<file path="config.mk">
export PLATFORM = sky130hd
export DESIGN_NAME = shift_src_unit
export DESIGN_NICKNAME = d
export VERILOG_FILES = /design/src/rtl/shift_src_unit.sv
export SDC_FILE = /design/constraint.sdc
export NUM_CORES = 1
export LEC_CHECK = 0
export ABC_AREA = 1
export CAP_MARGIN = 20
export CORE_UTILIZATION = 45
export CTS_BUF_LIST = sky130_fd_sc_hd__clkbuf_2
export CTS_CLUSTER_SIZE = 16
export DETAILED_ROUTE_END_ITERATION = 7
export MAX_ROUTING_LAYER = met4
export PLACE_DENSITY = 0.76
export SLEW_MARGIN = 20
export SYNTH_ARGS = -nofsm -noshare
export SYNTH_HDL_FRONTEND = slang
export SYNTH_SLANG_ARGS = --single-unit
</file>
<file path="constraint.sdc">
create_clock -name clk -period 1.5 [get_ports clk]
set_input_delay 0.15 -clock clk [delete_from_list [all_inputs] [get_ports clk]]
set_output_delay 0.15 -clock clk [all_outputs]
set_load 0.02 [all_outputs]
</file>
<file path="src/rtl/shift_src_unit.sv">
// ============================================================================
// shift_src_unit : operand-channel select plus multicycle shifter with a
//                  start/busy/done handshake (SLL/SRL/SRA/ROL/ROR/pass).
// Build option   : SHIFT_SRC_FAST_EN selects a single-step barrel shifter.
// Revision       : 1.0 - initial release
// ============================================================================
`default_nettype none

module shift_src_unit #(
    parameter int WIDTH   = 32,
    parameter int NSRC    = 3,
    parameter int SEL_W   = (NSRC > 1) ? $clog2(NSRC) : 1,
    parameter int SHAMT_W = $clog2(WIDTH)
) (
    input  logic                    clk,
    input  logic                    reset_n,
    input  logic                    start,
    input  logic [SEL_W-1:0]        src_sel,
    input  logic [NSRC*WIDTH-1:0]   src_data,
    input  logic [SHAMT_W-1:0]      shamt,
    input  logic [2:0]              op,
    output logic                    busy,
    output logic                    done,
    output logic [WIDTH-1:0]        result,
    output logic                    sel_err
);

    localparam logic [2:0]     c_OP_SLL = 3'b000;
    localparam logic [2:0]     c_OP_SRL = 3'b001;
    localparam logic [2:0]     c_OP_SRA = 3'b010;
    localparam logic [2:0]     c_OP_ROL = 3'b011;
    localparam logic [2:0]     c_OP_ROR = 3'b100;
    localparam logic [SEL_W:0] c_NSRC   = (SEL_W+1)'(NSRC);

    typedef enum logic [1:0] {
        S_IDLE  = 2'd0,
        S_SHIFT = 2'd1,
        S_DONE  = 2'd2
    } state_t;

    state_t             state_q;
    logic [WIDTH-1:0]   acc_q;
    logic [WIDTH-1:0]   result_q;
    logic               busy_q;
    logic               done_q;
    logic               sel_err_q;

    logic [WIDTH-1:0]   w_chan;
    logic               w_sel_bad;

    // Fully decoded mux: any select with no matching channel yields zero.
    always_comb begin
        w_chan = '0;
        for (int k = 0; k < NSRC; k++) begin
            if (src_sel == SEL_W'(k)) begin
                w_chan = src_data[k*WIDTH +: WIDTH];
            end
        end
    end

    assign w_sel_bad = ({1'b0, src_sel} >= c_NSRC);

`ifdef SHIFT_SRC_FAST_EN
    function automatic logic [WIDTH-1:0] f_barrel(input logic [WIDTH-1:0]   a,
                                                  input logic [SHAMT_W-1:0] s,
                                                  input logic [2:0]         o);
        logic [2*WIDTH-1:0] dbl;
        logic [2*WIDTH-1:0] rot;
        dbl = {a, a};
        rot = '0;
        case (o)
            c_OP_SLL: f_barrel = a << s;
            c_OP_SRL: f_barrel = a >> s;
            c_OP_SRA: f_barrel = WIDTH'($signed(a) >>> s);
            c_OP_ROL: begin
                rot      = dbl << s;
                f_barrel = rot[2*WIDTH-1 -: WIDTH];
            end
            c_OP_ROR: begin
                rot      = dbl >> s;
                f_barrel = rot[WIDTH-1:0];
            end
            default:  f_barrel = a;
        endcase
    endfunction

    logic [WIDTH-1:0] w_fast;
    assign w_fast = f_barrel(w_chan, shamt, op);
`else
    logic [SHAMT_W-1:0] cnt_q;
    logic [2:0]         op_q;
    logic [WIDTH-1:0]   w_step;
    logic               w_pass;

    function automatic logic [WIDTH-1:0] f_step(input logic [WIDTH-1:0] a,
                                                input logic [2:0]       o);
        case (o)
            c_OP_SLL: f_step = {a[WIDTH-2:0], 1'b0};
            c_OP_SRL: f_step = {1'b0, a[WIDTH-1:1]};
            c_OP_SRA: f_step = {a[WIDTH-1], a[WIDTH-1:1]};
            c_OP_ROL: f_step = {a[WIDTH-2:0], a[WIDTH-1]};
            c_OP_ROR: f_step = {a[0], a[WIDTH-1:1]};
            default:  f_step = a;
        endcase
    endfunction

    assign w_step = f_step(acc_q, op_q);
    assign w_pass = (op > c_OP_ROR);
`endif

    // result/done are loaded on the edge that enters DONE so both appear together.
    always_ff @(posedge clk or negedge reset_n) begin
        if (!reset_n) begin
            state_q   <= S_IDLE;
            acc_q     <= '0;
            result_q  <= '0;
            busy_q    <= 1'b0;
            done_q    <= 1'b0;
            sel_err_q <= 1'b0;
`ifndef SHIFT_SRC_FAST_EN
            cnt_q     <= '0;
            op_q      <= '0;
`endif
        end else begin
            done_q <= 1'b0;
            case (state_q)
                S_IDLE: begin
                    if (start) begin
                        busy_q    <= 1'b1;
                        sel_err_q <= w_sel_bad;
`ifdef SHIFT_SRC_FAST_EN
                        acc_q     <= w_fast;
                        result_q  <= w_fast;
                        done_q    <= 1'b1;
                        state_q   <= S_DONE;
`else
                        acc_q     <= w_chan;
                        cnt_q     <= shamt;
                        op_q      <= op;
                        if ((shamt == '0) || w_pass) begin
                            result_q <= w_chan;
                            done_q   <= 1'b1;
                            state_q  <= S_DONE;
                        end else begin
                            state_q  <= S_SHIFT;
                        end
`endif
                    end
                end
`ifndef SHIFT_SRC_FAST_EN
                S_SHIFT: begin
                    acc_q <= w_step;
                    cnt_q <= cnt_q - SHAMT_W'(1);
                    if (cnt_q == SHAMT_W'(1)) begin
                        result_q <= w_step;
                        done_q   <= 1'b1;
                        state_q  <= S_DONE;
                    end
                end
`endif
                S_DONE: begin
                    busy_q  <= 1'b0;
                    state_q <= S_IDLE;
                end
                default: begin
                    busy_q  <= 1'b0;
                    state_q <= S_IDLE;
                end
            endcase
        end
    end

    assign busy    = busy_q;
    assign done    = done_q;
    assign result  = result_q;
    assign sel_err = sel_err_q;

endmodule

`default_nettype wire
</file>
==> flow_metrics.tcl <==
set metrics [dict create \
    io_pins 144 \
    fin_skew_ps 25.6 \
    vdd_ir_drop_max_mv 1.09 \
    fin_cells 1123 \
    avgRoutedWirePerCell_um 13.2 \
    setup_violations 0 \
    power_density_mw_per_mm2 1930 \
    finalHoldViolations 0 \
    outcome "complete, no violations" \
    drtIter0Drc 242 \
    dpl.hpwl_mm 10.6 \
    antenna_cells 0 \
    avgSynthCellArea_um2 6.24 \
    antenna_found_initial 0 \
    rsz0062_at_grt "true" \
    ant_nets 0 \
    via_per_inst 4.99 \
    clkLatencyLatePin_ps 530 \
    cp-start-kind "register" \
    io_buffers 143 \
    path_max_fanout 10 \
    core_area_mm2 0.0109 \
    grt_pass1_wl_mm 24.4 \
    grt_overflow 0 \
    place.gp.congestion 0.824 \
    max_freq_mhz 687 \
    yosysWarnings 0 \
    wl_mm 14.8 \
    yosysTopAreaCellShare_pct 38.0 \
    end_kind "register" \
    seq_area_frac_synth_pct 38.0 \
    maxCapViolCount 0 \
    finalCritPeriodShare_pct 97.0 \
    die_area_mm2 0.0117 \
    cts.reportedPaths.clkPinSlew_ps 230 \
    dp.cells 1095 \
    synthCells 812 \
    crit_path_cell_trace "inv_2 -> nand2_2 -> buf_6 -> a21oi_1 -> o21ai_0 -> nand2_1 -> nand2_1 -> nand2_1 -> nand2_1" \
    crit_required_ps 1940 \
    root_buffer "clkbuf_2" \
    nets 1090 \
    drive_gt1_share_pct 10.4 \
    worstSetupPathType "reg2reg" \
    ctsLongestPathBuffers 2 \
    drc 0 \
    die_y_um 108 \
    area.growth.synth_to_final_pct 42.7 \
    cts_tree "done" \
    dr_total_vias 5603 \
    hold_slack_ps 32.3 \
    cp_slowest_stage_delay_ps 470 \
    hold_class "in2async" \
    yosys-top-cells-area "dfrtp_1, nand2_1, nand3_1" \
    first_global_vias 5435 \
    maxSlewHeadroom_pct 74.7 \
    power.leakage_uw 0.00395 \
    grt_max_degree 35 \
    crit_buf_inv 2 \
    synth_cell_types 22 \
    drv_slew 0 \
    fin_tns_setup_ps 0 \
    row_count 38 \
    cts_inserted_buffers 9 \
    drt_pre_antenna_iters 7 \
    cpMostUsedCell "nand2_1" \
    mappedNetlistNets 923 \
    synth.largest_area_cell "dfrtp_1" \
    die_w_um 108 \
    syn_area_mm2 0.00507 \
    tightest_slew_ps 380 \
    critical_path_arrival_ps 1890 \
    initial_core_util_pct 46.5 \
    h-tree-depth 3 \
    period_minus_slack_ps 1460 \
    crit_slowest_cell "dfrtp_1" \
    cts.sinks 77 \
    grt_usage_pct 27.1 \
    cp_top_family "flip-flops" \
    ys_ff_latch 77 \
]
[flip-flops by register name (all words and copies together), names as in the netlist]
register,count
sel_err,1
cnt_q,5
op_q,3
acc_q,32
state_q,2
result,32
busy,1
done,1
[path summary, 6_finish.rpt]
check	from	end	slack (ps)	depth (start not counted)
worst max-delay path	op_q[0]$_DFFE_PN0P_	acc_q[0]$_DFFE_PN0P_	40	9
worst min-delay path	reset_n	result[1]$_DFFE_PN0P_	30	2
worst max register to register	op_q[0]$_DFFE_PN0P_	acc_q[0]$_DFFE_PN0P_	40	9
worst min register to register	result[12]$_DFFE_PN0P_	result[12]$_DFFE_PN0P_	500	2
max in group asynchronous	reset_n	acc_q[10]$_DFFE_PN0P_	940	3
min in group clk	shamt[2]	cnt_q[2]$_DFFE_PN0P_	190	3
[per-layer routing]
metal / track usage, % / routed length [um] / share of wire [%]
met5: - / 0 / 0
met4: 9.39 / 263 / 1.8
met3: 3.19 / 862 / 5.8
met2: 47.6 / 7300 / 49
met1: 31.9 / 6400 / 43
[Yosys cell counts]
cell type  number
buf_6           3
o21ai_0        18
nand2_1       433
buf_2          24
nand3_2         1
nor2_1          6
a21oi_1         1
xor2_1          2
dfrtp_1        77
buf_1           4
ha_1            2
nand2_2         4
nor2_2          2
o31ai_1         1
clkbuf_1        9
inv_1          78
o211ai_1        2
inv_2           4
buf_4           8
nand2_4         1
nand3_1        99
nand4_1        33
[timing repair]
item | 4_1_cts | 5_1_grt
buffers inserted | 0 | 9
hold endpoints to repair | 77 | 0
hold buffers | 1 | 0
pin swaps | 0 | 3
cloned | 0 | 3
endpoints found under the setup margin | 35 | 68
resized for setup | 35 | 42
[area by class of cell]
type,count,area [um^2]
tap,140,175
sequential,77,1930
fill,970,3660
multi-input combinational,605,2620
clock buffer,10,50.0
inverter,82,318
clock inverter,5,76.3
timing repair buffer,204,2060
[kinds of logic (layout without fill, tap and decap cells)]
group                    Yosys count  in the layout  synth area share, %
AO/OA/AOI/OAI                     22             22                 2.32
XOR/XNOR                           2              2                0.346
adder cells (fa/ha/maj)            2              2                0.494
buffers and inverters            130            301                 11.3
flip-flops                        77             77                 38.0
AND/OR/NAND/NOR                  579            579                 47.5
[power by group]
part           switching, uW  internal (uW)
Combinational           5470           3640
Clock                    743            541
Sequential               562           3010
Total                   6770           7200
[through the flow]
stage | worst slack [ps] | power, uW | instance area [um^2] | utilization, %
after floorplan | 160 | 9300 | 5070 | -
final | 44.8 | 14000 | 7230 | 66.4
after global routing | -27.8 | 15300 | 7230 | 66.4
after CTS | 22.0 | 13400 | 6990 | 64.2
after global placement | -104 | 12300 | 6900 | 63.3
after detailed placement | -146 | 12400 | 6900 | 63.3
[cell usage in the layout, fill, tap and decap left out, types with 9 or more instances in the layout]
master           Yosys  layout
inv_1               78      75
nand3_1             99      98
clkdlybuf4s15_1      0       9
dlygate4sd2_1        0      26
o21ai_0             18      17
nand2_2              4       9
buf_12               0      10
clkdlybuf4s50_1      0     107
nand2_1            433     426
clkbuf_2             0      10
buf_4                8      40
nand4_1             33      33
dfrtp_1             77      77
Note: power is estimated with default switching activity, not from simulation.
